File: src/rtl/spi_pkg.sv
// Shared SPI controller types: FSM state encoding, mode-0 constants and the legacy
// transaction codes still used by older peripheral init sequencers.
package spi_pkg;

    localparam bit SPI_CPOL = 1'b0;
    localparam bit SPI_CPHA = 1'b0;

    typedef enum logic [2:0] {
        S_IDLE     = 3'd0,
        S_TXING    = 3'd1,
        S_RXING    = 3'd2,
        S_DONE     = 3'd3,
        S_WAIT_OUT = 3'd4,
        S_ERROR    = 3'd5
    } spi_ctrl_state_t;

    typedef enum logic [2:0] {
        WRITE_8         = 3'd0,
        WRITE_16        = 3'd1,
        WRITE_8_READ_8  = 3'd2,
        WRITE_8_READ_16 = 3'd3,
        WRITE_8_READ_24 = 3'd4
    } spi_transaction_t;

    function automatic int unsigned tx_len_of(input spi_transaction_t t);
        case (t)
            WRITE_16: return 16;
            default:  return 8;
        endcase
    endfunction

    function automatic int unsigned rx_len_of(input spi_transaction_t t);
        case (t)
            WRITE_8_READ_8:  return 8;
            WRITE_8_READ_16: return 16;
            WRITE_8_READ_24: return 24;
            default:         return 0;
        endcase
    endfunction

endpackage

File: src/rtl/spi_sclk_gen.sv
// Serial clock generator: toggles sclk every CLK_DIV enabled cycles and flags the
// cycle before each leading (rise) and trailing (fall) edge so the FSM acts on the same edge.
module spi_sclk_gen
    import spi_pkg::*;
#(
    parameter int unsigned CLK_DIV = 1
) (
    input  logic clk,
    input  logic rst,
    input  logic en,
    output logic sclk,
    output logic rise,
    output logic fall
);

    localparam int unsigned CNT_W = (CLK_DIV > 1) ? $clog2(CLK_DIV) : 1;

    logic [CNT_W-1:0] cnt_q;
    logic             sclk_q;
    logic             tick;

    assign tick = en && (cnt_q == CNT_W'(CLK_DIV - 1));
    assign rise = tick && (sclk_q == SPI_CPOL);
    assign fall = tick && (sclk_q != SPI_CPOL);
    assign sclk = sclk_q;

    // Disabling restarts the count so every transaction begins with a full setup half-period.
    always_ff @(posedge clk) begin
        if (rst || !en) begin
            cnt_q  <= '0;
            sclk_q <= SPI_CPOL;
        end else if (tick) begin
            cnt_q  <= '0;
            sclk_q <= ~sclk_q;
        end else begin
            cnt_q  <= cnt_q + 1'b1;
        end
    end

endmodule

File: src/rtl/spi_controller_param.sv
// Parametrised mode-0 SPI main: optional write phase then optional read phase under one csb window.
// Build option SPI_CTRL_LOOPBACK_EN adds a loopback input that routes mosi back into the read path.
module spi_controller_param
    import spi_pkg::*;
#(
    parameter int unsigned TX_W    = 24,
    parameter int unsigned RX_W    = 24,
    parameter int unsigned CLK_DIV = 1,
    parameter int unsigned LEN_W   = $clog2(((TX_W > RX_W) ? TX_W : RX_W) + 1)
) (
    input  logic             clk,
    input  logic             rst,
    output logic             sclk,
    output logic             csb,
    output logic             mosi,
    input  logic             miso,
`ifdef SPI_CTRL_LOOPBACK_EN
    input  logic             loopback,
`endif
    input  logic             i_valid,
    output logic             i_ready,
    input  logic [TX_W-1:0]  i_data,
    input  logic [LEN_W-1:0] i_tx_len,
    input  logic [LEN_W-1:0] i_rx_len,
    output logic             o_valid,
    input  logic             o_ready,
    output logic [RX_W-1:0]  o_data,
    output logic [LEN_W-1:0] bit_counter
);

    spi_ctrl_state_t  state_q, state_d;
    logic [TX_W-1:0]  tx_data_q;
    logic [LEN_W-1:0] rx_len_q;
    logic [LEN_W-1:0] bit_cnt_q;
    logic [LEN_W-1:0] tx_len_c, rx_len_c;
    logic [RX_W-1:0]  rx_sr_q;
    logic [RX_W-1:0]  o_data_q;
    logic             accept;
    logic             sclk_en;
    logic             sclk_rise, sclk_fall;
    logic             phase_end;
    logic             rx_mosi;
    logic             rx_bit;

    assign tx_len_c  = (i_tx_len > LEN_W'(TX_W)) ? LEN_W'(TX_W) : i_tx_len;
    assign rx_len_c  = (i_rx_len > LEN_W'(RX_W)) ? LEN_W'(RX_W) : i_rx_len;
    assign accept    = i_valid && i_ready;
    assign sclk_en   = (state_q == S_TXING) || (state_q == S_RXING);
    assign phase_end = sclk_fall && (bit_cnt_q == '0);

    spi_sclk_gen #(
        .CLK_DIV (CLK_DIV)
    ) u_sclk_gen (
        .clk  (clk),
        .rst  (rst),
        .en   (sclk_en),
        .sclk (sclk),
        .rise (sclk_rise),
        .fall (sclk_fall)
    );

`ifdef SPI_CTRL_LOOPBACK_EN
    logic [LEN_W-1:0] tx_len_q;
    logic [LEN_W-1:0] lb_idx_q;

    // Loopback index walks the write word MSB-first and wraps, continuing through the read phase.
    always_ff @(posedge clk) begin
        if (rst) begin
            tx_len_q <= '0;
            lb_idx_q <= '0;
        end else if (accept) begin
            tx_len_q <= tx_len_c;
            lb_idx_q <= (tx_len_c != '0) ? tx_len_c - 1'b1 : '0;
        end else if (sclk_fall) begin
            if (lb_idx_q != '0) begin
                lb_idx_q <= lb_idx_q - 1'b1;
            end else begin
                lb_idx_q <= (tx_len_q != '0) ? tx_len_q - 1'b1 : '0;
            end
        end
    end

    assign rx_mosi = loopback && tx_data_q[lb_idx_q];
    assign rx_bit  = loopback ? rx_mosi : miso;
`else
    assign rx_mosi = 1'b0;
    assign rx_bit  = miso;
`endif

    always_ff @(posedge clk) begin
        if (rst) begin
            state_q <= S_IDLE;
        end else begin
            state_q <= state_d;
        end
    end

    always_comb begin
        state_d = state_q;
        case (state_q)
            S_IDLE: begin
                if (accept) begin
                    if (tx_len_c != '0) begin
                        state_d = S_TXING;
                    end else if (rx_len_c != '0) begin
                        state_d = S_RXING;
                    end else begin
                        state_d = S_DONE;
                    end
                end
            end
            S_TXING: begin
                if (phase_end) begin
                    state_d = (rx_len_q != '0) ? S_RXING : S_DONE;
                end
            end
            S_RXING: begin
                if (phase_end) begin
                    state_d = S_DONE;
                end
            end
            S_DONE:     state_d = (rx_len_q != '0) ? S_WAIT_OUT : S_IDLE;
            S_WAIT_OUT: state_d = o_ready ? S_IDLE : S_WAIT_OUT;
            S_ERROR:    state_d = S_ERROR;
            default:    state_d = S_ERROR;
        endcase
    end

    always_comb begin
        i_ready = 1'b0;
        o_valid = 1'b0;
        csb     = 1'b1;
        mosi    = 1'b0;
        case (state_q)
            S_IDLE:     i_ready = 1'b1;
            S_TXING: begin
                csb  = 1'b0;
                mosi = tx_data_q[bit_cnt_q];
            end
            S_RXING: begin
                csb  = 1'b0;
                mosi = rx_mosi;
            end
            S_WAIT_OUT: o_valid = 1'b1;
            default:    ;
        endcase
    end

    always_ff @(posedge clk) begin
        if (rst) begin
            tx_data_q <= '0;
            rx_len_q  <= '0;
            bit_cnt_q <= '0;
            rx_sr_q   <= '0;
            o_data_q  <= '0;
        end else begin
            if (accept) begin
                tx_data_q <= i_data;
                rx_len_q  <= rx_len_c;
                rx_sr_q   <= '0;
                if (tx_len_c != '0) begin
                    bit_cnt_q <= tx_len_c - 1'b1;
                end else if (rx_len_c != '0) begin
                    bit_cnt_q <= rx_len_c - 1'b1;
                end else begin
                    bit_cnt_q <= '0;
                end
            end
            if ((state_q == S_RXING) && sclk_rise) begin
                rx_sr_q <= {rx_sr_q[RX_W-2:0], rx_bit};
            end
            // The last write bit hands straight over to the read count: no gap, no extra sclk.
            if (sclk_fall) begin
                if (bit_cnt_q != '0) begin
                    bit_cnt_q <= bit_cnt_q - 1'b1;
                end else if ((state_q == S_TXING) && (rx_len_q != '0)) begin
                    bit_cnt_q <= rx_len_q - 1'b1;
                end
            end
            if ((state_q == S_DONE) && (rx_len_q != '0)) begin
                o_data_q <= rx_sr_q;
            end
        end
    end

    assign o_data      = o_data_q;
    assign bit_counter = bit_cnt_q;

endmodule
File: config.mk
export PLATFORM = sky130hd
export DESIGN_NAME = spi_controller_param
export DESIGN_NICKNAME = d
export VERILOG_FILES = /design/src/rtl/spi_pkg.sv /design/src/rtl/spi_sclk_gen.sv /design/src/rtl/spi_controller_param.sv
export SDC_FILE = /design/constraint.sdc
export NUM_CORES = 1
export LEC_CHECK = 0
export BUFFER_PORTS_ARGS = -buffer_cell sky130_fd_sc_hd__buf_2
export CELL_PAD_IN_SITES_DETAIL_PLACEMENT = 0
export CELL_PAD_IN_SITES_GLOBAL_PLACEMENT = 1
export CORE_MARGIN = 2
export CORE_UTILIZATION = 40
export CTS_CLUSTER_DIAMETER = 150
export CTS_CLUSTER_SIZE = 20
export DETAILED_ROUTE_END_ITERATION = 10
export PLACE_DENSITY = 0.8
export SLEW_MARGIN = 30
export SYNTH_ARGS = -nofsm -noshare
export SYNTH_HDL_FRONTEND = slang
export SYNTH_SLANG_ARGS = --single-unit
File: constraint.sdc
create_clock -name clk -period 2.7 [get_ports clk]
set_clock_uncertainty 0.15 [all_clocks]
set_input_delay 0.405 -clock clk [delete_from_list [all_inputs] [get_ports clk]]
set_output_delay 0.405 -clock clk [all_outputs]
set_load 0.01 [all_outputs]
==> impl_metrics.py <==
metrics = {
    "status": {
        "run_status": "complete, no violations",
    },
    "timing": {
        "finalSetupViolCount": 0,
        "worst-slew-pin-transition_ps": 842,
        "layout_worst_path_cycle_share_pct": 95.3,
        "slew_violations": 0,
        "rsz0062_at_grt": "false",
        "max_freq_mhz": 389,
        "timing.final.hold_violations": 0,
        "max-slew-margin-rel_pct": 43.9,
        "layout_min_cycle_time_ps": 2570,
        "finalWorstSetupSlack_ps": 127,
        "totalNegativeSetupSlack_ps": 0,
    },
    "clocking": {
        "clock_path_buffers": 2,
        "clock_latency_at_the_later_pin_of_the_worst_skew_pair_ps": 350,
        "post_cts_buffers": 0,
        "clk_pin_slew_ps": 90,
        "clockRootBuffer": "sky130_fd_sc_hd__clkbuf_8",
        "clock_tree_sinks": 87,
        "clock_tree.htree_level_count": 3,
        "cts_tree": "done",
        "tritoncts.num_buffers": 9,
    },
    "place": {
        "port_buffers": 72,
        "place_hpwl_um": 6530,
        "dp_worst_setup_slack_ps": 250,
        "place.gp.congestion": 0.831,
    },
    "synthesis": {
        "number_of_nets_produced_by_synthesis": 532,
        "synthArstFlopShare_pct": 0,
        "synth.lib_cells_used.distinct": 49,
        "yosysSeqAreaShare_pct": 44.8,
        "main_flop_type_after_synthesis": "sky130_fd_sc_hd__dfxtp_1",
        "synthesis.yosys.warnings": 0,
        "synth.cell_area_um2": 3890,
        "synth-edff-count": 0,
        "synthesis.instances": 489,
        "avg_cell_area_syn_um2": 7.96,
        "ys_seq_elements": 87,
    },
    "setup_path": {
        "worstPathRequired_ps": 2140,
        "critical_path.startpoint": "bit_counter[0]",
        "timing.critical_path.slowest_cell_delay_ps": 520,
        "timing.setup.critical_path_class": "flip-flop to primary output",
        "timing.critical_path.cells": "mux4_2, mux4_2, nand2_1, nand2_1, buf_2",
        "cp_data_arrival_time_ps": 2020,
        "critical_path.slowest_cell": "sky130_fd_sc_hd__mux4_2",
        "crit_start_category": "flip-flop",
        "endpoint_kind": "primary output",
        "crit_path_max_fanout": 6,
        "worst_r2r_start": "state_q[2]",
    },
    "grt": {
        "grt-ovfl-total": 0,
        "wire_length_of_the_first_global_routing_pass_um": 15400,
        "grt_antenna_before_repair": 0,
        "grt_total_usage_pct": 18.5,
        "grt_pass1_vias": 3270,
        "largest_net_degree_at_the_start_of_global_routing": 48,
    },
    "floorplanning": {
        "die_area_um2": 10500,
        "i_o_pin_count": 73,
        "start_util_pct": 41.7,
        "dieHeight_um": 103,
        "fp-row-count": 35,
        "die_width_um": 103,
        "coreArea_um2": 9330,
    },
    "layout": {
        "nFillCells": 942,
        "most-common-layout-cells": "147 x sky130_fd_sc_hd__nand2_1, 85 x sky130_fd_sc_hd__dfxtp_1, 84 x sky130_fd_sc_hd__a21oi_1",
        "share_of_cells_above_drive_strength_1_pct": 21.4,
        "fin_util_pct": 49.6,
        "antenna-diode-count": 0,
        "layout_commonest_cell": "sky130_fd_sc_hd__nand2_1",
        "multi_input_area_um2": 1950,
        "layout.area.seq_um2": 1740,
        "final_nets": 593,
        "synthesis_to_finish_area_growth_pct": 18.8,
    },
    "routing": {
        "num_vias": 3477,
        "drtIter0Drc": 215,
        "totalWireLength_um": 9170,
        "via_per_inst": 5.08,
        "detail_route.wl_per_cell_um": 13.4,
        "dr.pass1.iters": 4,
        "detail_route.drc_violations": 0,
        "drtAntennaViolNets": 0,
    },
    "pwr": {
        "leakage_nw": 1.78,
        "power_frac_clock_pct": 36.8,
        "netSwitchingFraction_pct": 27.0,
        "p_int_mw": 2.18,
        "pwr-share-comb_pct": 16.5,
        "worst_ir_drop_vdd_mv": 0.218,
        "seq_power_share_pct": 46.7,
        "power.density_cell_area_nw_per_um2": 647,
        "switchingPower_mw": 0.806,
    },
    "min_path": {
        "hold_path_class": "input port to flip-flop",
        "hp-start": "i_data[6]",
    },
    "run": {
        "maxCapViolations": 0,
    },
}
==> stage by stage <==
stage | hold slack, ps | power [mW] | cells | cell area, um^2
6_report | 128 | 2.99 | 684 | 4620
5_1_grt | 130 | 3.13 | 684 | 4620
4_1_cts | 115 | 3.01 | 684 | 4620
3_3_place_gp | 291 | 1.91 | 668 | 4370
2_1_floorplan | 282 | 1.77 | 489 | 3890
3_5_place_dp | 294 | 1.92 | 668 | 4370
==> worst max-delay path: cells and delay by family, from the launching register on <==
| family | cells | cell delay (ps) |
|---|---|---|
| buffers and inverters | 1 | 130 |
| flip-flops | 1 | 420 |
| multiplexers | 2 | 990 |
| AND/OR/NAND/NOR | 2 | 120 |
==> cell families (layout without fill, tap and decap cells) <==
logic type	count (synthesis)	after routing	synth area share, %
other	1	1	0.0964
and+or+nand+nor	220	220	26.0
xor gates and xnor gates	7	7	1.58
AOI/OAI and AO/OA	116	116	16.8
adders and majority gates	4	4	1.29
muxes	9	9	3.92
DFF	87	87	44.8
buffers and inverters	45	111	5.50
==> power groups by stage <==
stage | Clock (mW) | Combinational [mW] | Sequential (mW)
after global placement | 0 | 0.486 | 1.42
after global routing | 1.17 | 0.549 | 1.41
after detailed placement | 0 | 0.494 | 1.43
after CTS | 1.12 | 0.495 | 1.40
after floorplan | 0 | 0.368 | 1.40
final | 1.10 | 0.493 | 1.40
==> metal layers <==
| layer | vias to the layer above | part of all wire, % | track usage, % |
|---|---|---|---|
| met2 | 63 | 46 | 29.2 |
| met4 | 0 | 1.1 | 6.67 |
| li1 | 1783 | - | - |
| met1 | 1622 | 49 | 25.2 |
| met3 | 9 | 4.2 | 3.53 |
| met5 | - | 0 | 0 |
==> cell type report <==
cell class	instances	area share, %
Inverter	9	0.731
Clock inverter	5	2.27
Timing Repair Buffer	86	10.6
Multi-Input combinational cell	357	42.1
Tap cell	129	3.49
Sequential cell	87	37.7
Clock buffer	11	3.06
==> final timing paths <==
check | to | slack [ps] | cells past startpoint
worst max-delay path | mosi | 130 | 5
worst min-delay path | tx_data_q[6] | 130 | 3
worst max register to register | rx_sr_q[18] | 530 | 4
worst min register to register | o_data[20] | 300 | 2
==> Yosys cell counts, types with 2 or more instances <==
master,n,share of area (%)
sky130_fd_sc_hd__buf_6,5,1.4
sky130_fd_sc_hd__mux2i_1,4,1.0
sky130_fd_sc_hd__a21oi_1,84,11
sky130_fd_sc_hd__nor3b_1,3,0.58
sky130_fd_sc_hd__a221oi_1,2,0.45
sky130_fd_sc_hd__nand3_1,28,3.6
sky130_fd_sc_hd__dfxtp_1,87,45
sky130_fd_sc_hd__clkbuf_1,27,2.6
sky130_fd_sc_hd__nand2b_1,5,0.80
sky130_fd_sc_hd__xnor2_1,4,0.90
sky130_fd_sc_hd__inv_1,9,0.87
sky130_fd_sc_hd__nor2_1,12,1.2
sky130_fd_sc_hd__o32ai_1,2,0.45
sky130_fd_sc_hd__nor2b_1,3,0.48
sky130_fd_sc_hd__buf_2,3,0.39
sky130_fd_sc_hd__nor3_1,7,0.90
sky130_fd_sc_hd__and2_1,2,0.32
sky130_fd_sc_hd__o22ai_1,2,0.32
sky130_fd_sc_hd__o21a_1,2,0.39
sky130_fd_sc_hd__ha_1,4,1.3
sky130_fd_sc_hd__a31oi_1,3,0.48
sky130_fd_sc_hd__o211ai_1,3,0.58
sky130_fd_sc_hd__nor4b_4,2,1.2
sky130_fd_sc_hd__nand2_1,148,14
sky130_fd_sc_hd__o21ai_0,8,1.0
sky130_fd_sc_hd__mux4_2,5,2.9
sky130_fd_sc_hd__xor2_1,3,0.68
==> what timing repair did <==
item | 4_1_cts | 5_1_grt
pin swaps | 0 | 0
setup endpoints to repair | 1 | 1
hold buffers | 0 | 0
hold endpoints to repair | 0 | 0
resized for setup | 1 | 1
==> flip-flops by register name (all words and copies together), names as in the netlist <==
| name | cells |
|---|---|
| rx_len_q | 5 |
| state_q | 3 |
| tx_data_q | 24 |
| bit_counter | 5 |
| u_sclk_gen.sclk | 1 |
| rx_sr_q | 24 |
| o_data | 24 |
| u_sclk_gen.cnt_q | 1 |
(Power assumes the default switching activity.)
